File: config.mk
export PLATFORM = sky130hd
export DESIGN_NAME = load_store_unit_flat
export DESIGN_NICKNAME = d
export VERILOG_FILES = /design/src/rtl/load_store_unit_if.sv /design/src/rtl/load_store_unit.sv /design/src/flat_wrapper.sv
export SDC_FILE = /design/constraint.sdc
export NUM_CORES = 1
export LEC_CHECK = 0
export CORE_UTILIZATION = 46
export CTS_BUF_LIST = sky130_fd_sc_hd__clkbuf_4 sky130_fd_sc_hd__clkbuf_8
export CTS_CLUSTER_DIAMETER = 40
export DETAILED_ROUTE_END_ITERATION = 7
export PLACE_DENSITY = 0.82
export SETUP_SLACK_MARGIN = 0.4
export SLEW_MARGIN = 15
export SYNTH_ARGS = -nofsm -noshare
export SYNTH_HDL_FRONTEND = slang
export SYNTH_SLANG_ARGS = --single-unit
File: constraint.sdc
create_clock -name clk -period 3.72 [get_ports clk]
set_input_delay 0.93 -clock clk [delete_from_list [all_inputs] [get_ports clk]]
set_output_delay 0.93 -clock clk [all_outputs]
set_load 0.01 [all_outputs]
File: src/rtl/load_store_unit_if.sv
// -----------------------------------------------------------------------------
// load_store_unit_if
// Word-wide memory bus between the load/store unit (master) and data memory
// (slave), using a request/acknowledge handshake.
//   MemReq   master->slave  access request, held until ack or abort
//   MemWe    master->slave  request is a write
//   MemAdr   master->slave  word-aligned byte address
//   MemWData master->slave  lane-replicated store data
//   MemBe    master->slave  byte enables (0000 on reads)
//   MemAck   slave->master  write accepted / MemRData valid this cycle
//   MemRData slave->master  read word
// -----------------------------------------------------------------------------
interface load_store_unit_if;
  logic        MemReq;
  logic        MemWe;
  logic [31:0] MemAdr;
  logic [31:0] MemWData;
  logic [3:0]  MemBe;
  logic        MemAck;
  logic [31:0] MemRData;

  modport master (
    output MemReq, MemWe, MemAdr, MemWData, MemBe,
    input  MemAck, MemRData
  );

  modport slave (
    input  MemReq, MemWe, MemAdr, MemWData, MemBe,
    output MemAck, MemRData
  );
endinterface

File: src/rtl/load_store_unit.sv
// -----------------------------------------------------------------------------
// load_store_unit
// Sits between the core's ALU and a variable-latency word-wide data memory.
// Handles byte/halfword/word loads and stores with alignment checking, load
// sign/zero extension and an access timeout, stalling the core while the
// memory access is outstanding.
//
// Ports:
//   clk          clock, all state updates on the rising edge
//   reset        synchronous active-high reset
//   MemRead_i    current instruction is a load
//   MemWrite_i   current instruction is a store
//   Funct3_i     access size/sign: 000 b, 001 h, 010 w, 100 bu, 101 hu
//   Adr_i        effective byte address
//   WriteData_i  store data (rs2)
//   ReadData_o   extended load result, valid in DONE (0 otherwise)
//   Stall_o      hold PC and register write this cycle
//   AccessErr_o  one-cycle error pulse (bad request or timeout)
//   mem          memory bus, master side
// -----------------------------------------------------------------------------
module load_store_unit #(
  parameter int unsigned TIMEOUT = 255  // 1..65535 ACCESS cycles before abort
) (
  input  logic              clk,
  input  logic              reset,
  input  logic              MemRead_i,
  input  logic              MemWrite_i,
  input  logic [2:0]        Funct3_i,
  input  logic [31:0]       Adr_i,
  input  logic [31:0]       WriteData_i,
  output logic [31:0]       ReadData_o,
  output logic              Stall_o,
  output logic              AccessErr_o,
  load_store_unit_if.master mem
);

  typedef enum logic [1:0] {IDLE, ACCESS, DONE} state_e;

  localparam int unsigned    CntW    = 16;
  localparam logic [CntW-1:0] CntLast = CntW'(TIMEOUT - 1);

  state_e          state_q, state_d;
  logic [CntW-1:0] cnt_q, cnt_d;
  logic            req_q, req_d;
  logic            we_q, we_d;
  logic [31:0]     adr_q, adr_d;
  logic [31:0]     wdata_q, wdata_d;
  logic [3:0]      be_q, be_d;
  logic [2:0]      f3_q, f3_d;      // latched access type for read formatting
  logic [1:0]      off_q, off_d;    // latched byte offset within the word
  logic [31:0]     rdata_q, rdata_d;
  logic            to_q, to_d;      // last access ended by timeout

  // ---------------------------------------------------------------------------
  // Request decode (only meaningful in IDLE)
  // ---------------------------------------------------------------------------
  logic        req;
  logic        err;
  logic [31:0] st_wdata;
  logic [3:0]  st_be;

  assign req = MemRead_i | MemWrite_i;

  // Stores have no unsigned variants, so Funct3[2]=1 is illegal for a write.
  assign err = (MemRead_i & MemWrite_i)
             | (Funct3_i inside {3'b011, 3'b110, 3'b111})
             | (MemWrite_i & Funct3_i[2])
             | ((Funct3_i[1:0] == 2'b01) & Adr_i[0])
             | ((Funct3_i[1:0] == 2'b10) & (Adr_i[1:0] != 2'b00));

  always_comb begin
    // NOTE: every combinational output gets a default first so no path can
    // leave it unassigned and infer a latch.
    st_wdata = WriteData_i;
    st_be    = 4'b1111;
    case (Funct3_i[1:0])
      2'b00: begin
        st_wdata = {4{WriteData_i[7:0]}};
        st_be    = 4'b0001 << Adr_i[1:0];
      end
      2'b01: begin
        st_wdata = {2{WriteData_i[15:0]}};
        st_be    = 4'b0011 << {Adr_i[1], 1'b0};
      end
      default: ;
    endcase
  end

  // ---------------------------------------------------------------------------
  // Load formatting: select the addressed lane and extend it.
  // ---------------------------------------------------------------------------
  function automatic logic [31:0] fmt_load(input logic [2:0]  f3,
                                           input logic [1:0]  off,
                                           input logic [31:0] w);
    logic [31:0] shifted;
    logic [7:0]  b;
    logic [15:0] h;
    shifted = w >> {off, 3'b000};
    b       = shifted[7:0];
    h       = off[1] ? w[31:16] : w[15:0];
    case (f3)
      3'b000:  fmt_load = {{24{b[7]}}, b};
      3'b100:  fmt_load = {24'h0, b};
      3'b001:  fmt_load = {{16{h[15]}}, h};
      3'b101:  fmt_load = {16'h0, h};
      default: fmt_load = w;
    endcase
  endfunction

  // ---------------------------------------------------------------------------
  // Next-state logic
  // ---------------------------------------------------------------------------
  always_comb begin
    state_d = state_q;
    cnt_d   = cnt_q;
    req_d   = req_q;
    we_d    = we_q;
    adr_d   = adr_q;
    wdata_d = wdata_q;
    be_d    = be_q;
    f3_d    = f3_q;
    off_d   = off_q;
    rdata_d = rdata_q;
    to_d    = to_q;

    case (state_q)
      IDLE: begin
        if (req && !err) begin
          state_d = ACCESS;
          cnt_d   = '0;
          req_d   = 1'b1;
          we_d    = MemWrite_i;
          adr_d   = {Adr_i[31:2], 2'b00};
          wdata_d = MemWrite_i ? st_wdata : 32'h0;
          be_d    = MemWrite_i ? st_be : 4'b0000;
          f3_d    = Funct3_i;
          off_d   = Adr_i[1:0];
          to_d    = 1'b0;
        end
      end

      ACCESS: begin
        cnt_d = cnt_q + CntW'(1);
        // An ack arriving in the final allowed cycle still wins over timeout.
        if (mem.MemAck) begin
          rdata_d = we_q ? 32'h0 : fmt_load(f3_q, off_q, mem.MemRData);
          req_d   = 1'b0;
          to_d    = 1'b0;
          state_d = DONE;
        end else if (cnt_q == CntLast) begin
          rdata_d = 32'h0;
          req_d   = 1'b0;
          to_d    = 1'b1;
          state_d = DONE;
        end
      end

      DONE:    state_d = IDLE;
      default: state_d = IDLE;
    endcase
  end

  // ---------------------------------------------------------------------------
  // State registers
  // ---------------------------------------------------------------------------
  always_ff @(posedge clk) begin
    // NOTE: sequential state uses non-blocking assignments so every register
    // samples pre-edge values regardless of statement order.
    if (reset) begin
      state_q <= IDLE;
      cnt_q   <= '0;
      req_q   <= 1'b0;
      we_q    <= 1'b0;
      adr_q   <= 32'h0;
      wdata_q <= 32'h0;
      be_q    <= 4'b0000;
      f3_q    <= 3'b000;
      off_q   <= 2'b00;
      rdata_q <= 32'h0;
      to_q    <= 1'b0;
    end else begin
      state_q <= state_d;
      cnt_q   <= cnt_d;
      req_q   <= req_d;
      we_q    <= we_d;
      adr_q   <= adr_d;
      wdata_q <= wdata_d;
      be_q    <= be_d;
      f3_q    <= f3_d;
      off_q   <= off_d;
      rdata_q <= rdata_d;
      to_q    <= to_d;
    end
  end

  // ---------------------------------------------------------------------------
  // Outputs
  // ---------------------------------------------------------------------------
  assign mem.MemReq   = req_q;
  assign mem.MemWe    = we_q;
  assign mem.MemAdr   = adr_q;
  assign mem.MemWData = wdata_q;
  assign mem.MemBe    = be_q;

  assign ReadData_o = (state_q == DONE) ? rdata_q : 32'h0;

  // Core-side strobes are suppressed while reset is asserted so a reset cycle
  // never stalls or flags the core.
  assign Stall_o     = !reset && (((state_q == IDLE) && req && !err) ||
                                  (state_q == ACCESS));
  assign AccessErr_o = !reset && (((state_q == IDLE) && req && err) ||
                                  ((state_q == DONE) && to_q));

endmodule

File: src/flat_wrapper.sv
// flat-port wrapper written by rule: the top's interface ports become plain ports
module load_store_unit_flat 
#(
  parameter int unsigned TIMEOUT = 255                                        
)
  (clk, reset, MemRead_i, MemWrite_i, Funct3_i, Adr_i, WriteData_i, ReadData_o, Stall_o, AccessErr_o, mem_MemReq, mem_MemWe, mem_MemAdr, mem_MemWData, mem_MemBe, mem_MemAck, mem_MemRData);
  load_store_unit_if mem_i ();
  input  logic clk;
  input  logic reset;
  input  logic MemRead_i;
  input  logic MemWrite_i;
  input  logic [2:0] Funct3_i;
  input  logic [31:0] Adr_i;
  input  logic [31:0] WriteData_i;
  output logic [31:0] ReadData_o;
  output logic Stall_o;
  output logic AccessErr_o;
  output wire logic [$bits(mem_i.MemReq)-1:0] mem_MemReq;
  output wire logic [$bits(mem_i.MemWe)-1:0] mem_MemWe;
  output wire logic [$bits(mem_i.MemAdr)-1:0] mem_MemAdr;
  output wire logic [$bits(mem_i.MemWData)-1:0] mem_MemWData;
  output wire logic [$bits(mem_i.MemBe)-1:0] mem_MemBe;
  input wire logic [$bits(mem_i.MemAck)-1:0] mem_MemAck;
  input wire logic [$bits(mem_i.MemRData)-1:0] mem_MemRData;
  assign mem_MemReq = mem_i.MemReq;
  assign mem_MemWe = mem_i.MemWe;
  assign mem_MemAdr = mem_i.MemAdr;
  assign mem_MemWData = mem_i.MemWData;
  assign mem_MemBe = mem_i.MemBe;
  assign mem_i.MemAck = mem_MemAck;
  assign mem_i.MemRData = mem_MemRData;
  load_store_unit #(.TIMEOUT(TIMEOUT)) u_core (.clk(clk), .reset(reset), .MemRead_i(MemRead_i), .MemWrite_i(MemWrite_i), .Funct3_i(Funct3_i), .Adr_i(Adr_i), .WriteData_i(WriteData_i), .ReadData_o(ReadData_o), .Stall_o(Stall_o), .AccessErr_o(AccessErr_o), .mem(mem_i));
endmodule
Yosys cells after proc, flatten, opt, wreduce, memory -nomap -nowiden
Index checks and enable logic that the tools add are counted.
{"block": "word_totals", "rom_bits": 0, "ramBits": 0, "output_inout_bits": 104, "mem_count": 0, "in_bits": 104, "ff_bits": 124, "elab_cells": 84, "latch_bits": 0}
{"block": "classes", "add_sub_neg": 1, "shift": 3, "multipliers": 0, "div": 0, "bitwise": 9, "magnitude_cmp": 0, "n_eq_ne": 13, "mux": 24, "n_reduce_logical": 23}
{"cell": "$mux W32", "count": 5}
{"cell": "$pmux W32 S4", "count": 1}
{"cell": "$pmux W32 S2", "count": 1}
{"cell": "$mux W16", "count": 2}
{"cell": "$pmux W16 S2", "count": 1}
{"cell": "$shr A32 B5 Y8", "count": 1}
{"cell": "$add A16 B1 Y16 const B", "count": 1}
{"cell": "$eq A16 B8 Y1 const B", "count": 1}
{"cell": "$eq A3 B3 Y1 const B", "count": 4}
{"cell": "$pmux W4 S2", "count": 1}
{"cell": "$reduce_and A2 Y1", "count": 4}
{"cell": "$logic_and A1 B1 Y1", "count": 7}
{"cell": "$mux W1", "count": 6}
{"cell": "$mux W2", "count": 3}
{"cell": "$reduce_bool A2 Y1", "count": 3}
{"cell": "$or A1 B1 Y1", "count": 5}
{"cell": "$and A1 B1 Y1", "count": 4}
{"cell": "$eq A2 B1 Y1 const B", "count": 2}
{"cell": "$eq A2 B2 Y1 const B", "count": 2}
{"cell": "$logic_not A2 Y1", "count": 2}
{"cell": "$mux W4", "count": 1}
{"cell": "$pmux W1 S2", "count": 2}
{"cell": "$pmux W2 S2", "count": 1}
{"cell": "$shl A1 B2 Y4 const A", "count": 1}
{"cell": "other kinds (10)", "count": 12}

Logic depth before layout (Yosys ltp)
{"block": "logic_depth", "ltp_word": 10, "ltp_mapped": 9, "mapped_depth_nobuf": 7}

Worst setup path before layout
Ideal clock, no wire load.
{"block": "synth_timing", "path_type": "input -> output", "from": "input port Funct3_i[0]", "to": "output port Stall_o", "n_path_buf": 3, "path_slack_ns": 0.564, "required_time_ns": 2.790, "arrival_time_ns": 2.226, "path_stages": 7, "path_cell_list": "clkbuf_1 > o31ai_1 > nand4_1 > or2_1 > clkbuf_1 > clkbuf_1 > a21oi_1"}
{"block": "synth_between", "elab_chain_len": 10, "word_cells_on_any_way": 16, "cone_classes": "eq/ne (5); bitwise (6); reduce/logical (5)"}
{"element": "start: declaration", "line": "flat_wrapper.sv:12", "rtl": "input logic [2:0] Funct3_i;"}
{"element": "$eq A3 B2 Y1 / $eq A3 B3 Y1 (equally long branches)", "line": "load_store_unit.sv:66", "rtl": "| (Funct3_i inside {3'b011, 3'b110, 3'b111})"}
{"element": "$reduce_bool A3 Y1", "line": "load_store_unit.sv:66"}
{"element": "$or A1 B1 Y1", "line": "load_store_unit.sv:66"}
{"element": "$or A1 B1 Y1", "line": "load_store_unit.sv:67", "rtl": "| (MemWrite_i & Funct3_i[2])"}
{"element": "$or A1 B1 Y1", "line": "load_store_unit.sv:68", "rtl": "| ((Funct3_i[1:0] == 2'b01) & Adr_i[0])"}
{"element": "$or A1 B1 Y1 *", "line": "load_store_unit.sv:69", "rtl": "| ((Funct3_i[1:0] == 2'b10) & (Adr_i[1:0] != 2'b00));"}
{"element": "$logic_not A1 Y1 *", "line": "load_store_unit.sv:209", "rtl": "assign Stall_o = !reset && (((state_q == IDLE) && req && !err) ||"}
{"element": "$logic_and A1 B1 Y1 *", "line": "load_store_unit.sv:209"}
{"element": "$logic_or A1 B1 Y1 *", "line": "load_store_unit.sv:209"}
{"element": "$logic_and A1 B1 Y1 *", "line": "load_store_unit.sv:209"}
{"element": "end: declaration", "line": "flat_wrapper.sv:16", "rtl": "output logic Stall_o;"}
Mark *: on every way between the ends. The rest lies on a longest branch, timed or not.

Final worst setup path
{"block": "layout_timing", "from": "input port MemRead_i", "to": "output port Stall_o"}
{"block": "layout_between", "elab_chain_len": 9, "word_cells_on_any_way": 11, "cone_classes": "bitwise (6); reduce/logical (5)"}
{"element": "start: declaration", "line": "flat_wrapper.sv:10", "rtl": "input logic MemRead_i;"}
{"element": "$and A1 B1 Y1", "line": "load_store_unit.sv:65", "rtl": "assign err = (MemRead_i & MemWrite_i)"}
{"element": "$or A1 B1 Y1", "line": "load_store_unit.sv:66"}
{"element": "$or A1 B1 Y1", "line": "load_store_unit.sv:67"}
{"element": "$or A1 B1 Y1", "line": "load_store_unit.sv:68"}
{"element": "$or A1 B1 Y1", "line": "load_store_unit.sv:69"}
{"element": "$logic_not A1 Y1", "line": "load_store_unit.sv:209"}
{"element": "$logic_and A1 B1 Y1 *", "line": "load_store_unit.sv:209"}
{"element": "$logic_or A1 B1 Y1 *", "line": "load_store_unit.sv:209"}
{"element": "$logic_and A1 B1 Y1 *", "line": "load_store_unit.sv:209"}
Marks and branches as above.

==> impl_metrics.yaml <==
critical_path:
  max_stage_delay_ns: 0.47
  cp-end-kind: "primary output"
  r2r-start: "u_core.cnt_q[0]"
  rrSetupSlack_ns: 1.58
  r2r-end: "u_core.rdata_q[23]"
  cp.required_ns: 2.79
  arrival_ns: 2.24
  critPathTopFamily: "buffers and inverters"
  crit_chain: "clkdlybuf4s50_1 > or2_1 > nand2_1 > or2_4 > a21oi_1 > buf_2"
  crit_fanout: 2
  critPathKind: "primary input to primary output"
  slowest_stage: "clkdlybuf4s50_1"
  cp-start-kind: "primary input"
  crit_buf_inv: 2
  r2r_cells: 7
yosys:
  avgSynthCellArea_sq_um: 8.241
  ys_types: 52
  ys_warn_count: 0
  synth-edff-count: 0
  synth_area_leaders: "dfxtp_1, nand2_1, a21oi_1, and2_1, mux2i_1"
  ys_ff_latch: 124
  seq_area_frac_synth: 0.4309
  ys.flop_type: "dfxtp_1"
  syn_area_sq_mm: 0.005761
  yosysTopAreaCell: "dfxtp_1"
  synth_top_area_frac: 0.4309
  synth_cells: 699
  async_flop_share: 0
routing:
  wirelength_mm: 17.81
  drc: 0
  postRouteAntennaNets: 0
  dr_total_vias: 5881
  routed_via_density: 5.538
  wire_per_inst_microns: 16.77
  drt-initial-drc-count: 370
  drtPass1Iterations: 5
timing:
  slew_violations: 0
  fin_skew_ns: 0.007866
  max_freq_ghz: 0.3153
  post-route-min-period_ns: 3.172
  fin_tns_setup_ns: 0
  rsz0062_at_grt: "false"
  maxSlewHeadroom: 0.4264
  hold_slack_ns: 0.4343
  worst_slew_pin_slew_ns: 0.8572
  setup_viol: 0
  hold_viol: 0
  fin_crit_sh: 0.8526
global_route:
  grt_use_total: 0.2781
  grt_max_degree: 63
  grt_pass1_wl_mm: 28.22
  grt_overflow: 0
  grt_antenna_before_repair: 1
  grt_pass1_vias: 5780
final_layout:
  area_delta_synth_final_pct: 45.20
  num_antenna_cells: 0
  fin_util: 0.6906
  mostFrequentLayoutCells: "clkdlybuf4s50_1, nand2_1, dfxtp_1"
  finalInstanceArea_sq_mm: 0.008364
  fin_nets: 988
  final_common_cell: "clkdlybuf4s50_1"
  drive_gt1_frac: 0.07383
power:
  vdd_ir_drop_max_uv: 312.3
  p_total_uw: 3182
  p_leak_uw: 0.003049
  powerDensity_mw_per_mm2: 380.5
placement:
  dp_hpwl_mm: 12.33
  gp_congestion: 0.9341
  io_buffers: 205
  postPlaceCellArea_sq_mm: 0.007918
floorplanning:
  core.rowCount: 40
  ios: 208
  die-area_sq_mm: 0.01297
  core-area_sq_mm: 0.01211
  die_y_microns: 113.9
  initial_core_util: 0.4756
  die_w_microns: 113.9
min_path:
  min_path_type: "flop to flop"
  hp-start: "u_core.rdata_q[1]"
  holdPathEnd: "u_core.rdata_q[1]"
  hold_depth: 2
clock_network:
  cts_hold_buf: 0
  clock_path_buffers: 2
  cts.sinks: 124
  post_cts_buffers: 0
  cts.clk_slew.worst_paths_ns: 0.07
  clock_latency_ns: 0.45
  tritoncts: "built"
  htree_levels: 4
  root_buffer: "clkbuf_8"
  numCtsBuffers: 17
flow_run:
  max_cap_violations: 0
run_status:
  outcome: "complete, no violations"
## registers in the layout (all words and copies together), names as in the netlist
| register | flops |
|---|---|
| u_core.mem.MemWData | 32 |
| u_core.rdata_q | 32 |
| u_core.mem.MemAdr | 30 |
| u_core.cnt_q | 16 |
| u_core.mem.MemBe | 4 |
| u_core.f3_q | 3 |
| u_core.off_q | 2 |
| u_core.state_q | 2 |
| u_core.mem.MemReq | 1 |
| u_core.mem.MemWe | 1 |
| u_core.to_q | 1 |
## worst min-delay path, stage by stage (launching register included)
cell     delay, ns
dfxtp_1       0.31
nand2_1       0.05
nand2_1       0.04
## cell usage after synthesis (3+ instances only)
| cell type | count |
|---|---|
| or3_1 | 4 |
| nand3_1 | 21 |
| o21ai_0 | 10 |
| o31ai_1 | 5 |
| o221ai_1 | 7 |
| mux2i_1 | 21 |
| a21oi_1 | 77 |
| o2bb2ai_1 | 20 |
| nand4_1 | 9 |
| a31oi_1 | 6 |
| a311oi_1 | 7 |
| nand4b_1 | 3 |
| nand2b_1 | 18 |
| nor2_1 | 30 |
| or2_2 | 3 |
| clkbuf_1 | 50 |
| dfxtp_1 | 124 |
| o21ai_1 | 12 |
| mux2_1 | 13 |
| and2_1 | 35 |
| a32oi_1 | 4 |
| nor3_1 | 8 |
| nor2b_1 | 5 |
| nand2_1 | 132 |
| nand3b_1 | 7 |
| buf_2 | 4 |
| inv_1 | 6 |
| a22o_1 | 22 |
## cells by family after synthesis
| logic type | share of synthesized area |
|---|---|
| flops | 0.4309 |
| other cells | 0.0006510 |
| fa+ha+maj | 0.004343 |
| buf+inv | 0.04909 |
| mux | 0.06190 |
| xor+xnor | 0.001521 |
| compound gates | 0.2092 |
| simple gates | 0.2424 |
## per-stage QoR
step	std cells	worst slack, ns
3_5_place_dp	1031	-0.08190
6_report	1062	0.5482
3_3_place_gp	1031	-0.09799
4_1_cts	1062	0.3665
2_1_floorplan	700	0.5643
5_1_grt	1062	0.4831
## area by class of cell
| class | instances | area [sq um] |
|---|---|---|
| fill | 1005 | 3747 |
| multi-input combinational | 508 | 3024 |
| sequential | 124 | 2482 |
| timing repair buffer | 223 | 2185 |
| clock buffer | 25 | 325.3 |
| tap | 168 | 210.2 |
| clock inverter | 6 | 107.6 |
| inverter | 8 | 30.03 |
## repair_timing
item,4_1_cts,5_1_grt
gates resized for setup,9,8
gates cloned,0,0
setup endpoints to repair,2,2
endpoints found under the hold margin,0,0
pin swaps,1,3
## worst max path at each step
stage | from | end | slack, ns | cells past startpoint
global route | MemRead_i | Stall_o | 0.48 | 6
global placement | Adr_i[1] | Stall_o | -0.1 | 6
CTS | Adr_i[1] | Stall_o | 0.37 | 6
finish | MemRead_i | Stall_o | 0.55 | 6
floorplan | Funct3_i[0] | Stall_o | 0.56 | 7
detailed placement | Adr_i[1] | Stall_o | -0.08 | 6
## where the power goes
part	internal [uW]	total (uW)	switching, uW
clock	769	1290	523
combinational	243	484	241
sequential	1370	1410	31.8
total	2390	3180	795
## layer usage
| layer | GRT usage | wire, microns |
|---|---|---|
| met3 | 0.09033 | 1621 |
| met5 | 0 | 13 |
| met1 | 0.3202 | 7224 |
| met4 | 0.1281 | 380 |
| met2 | 0.4695 | 8574 |
No activity file was read; power rests on OpenSTA's default activity.
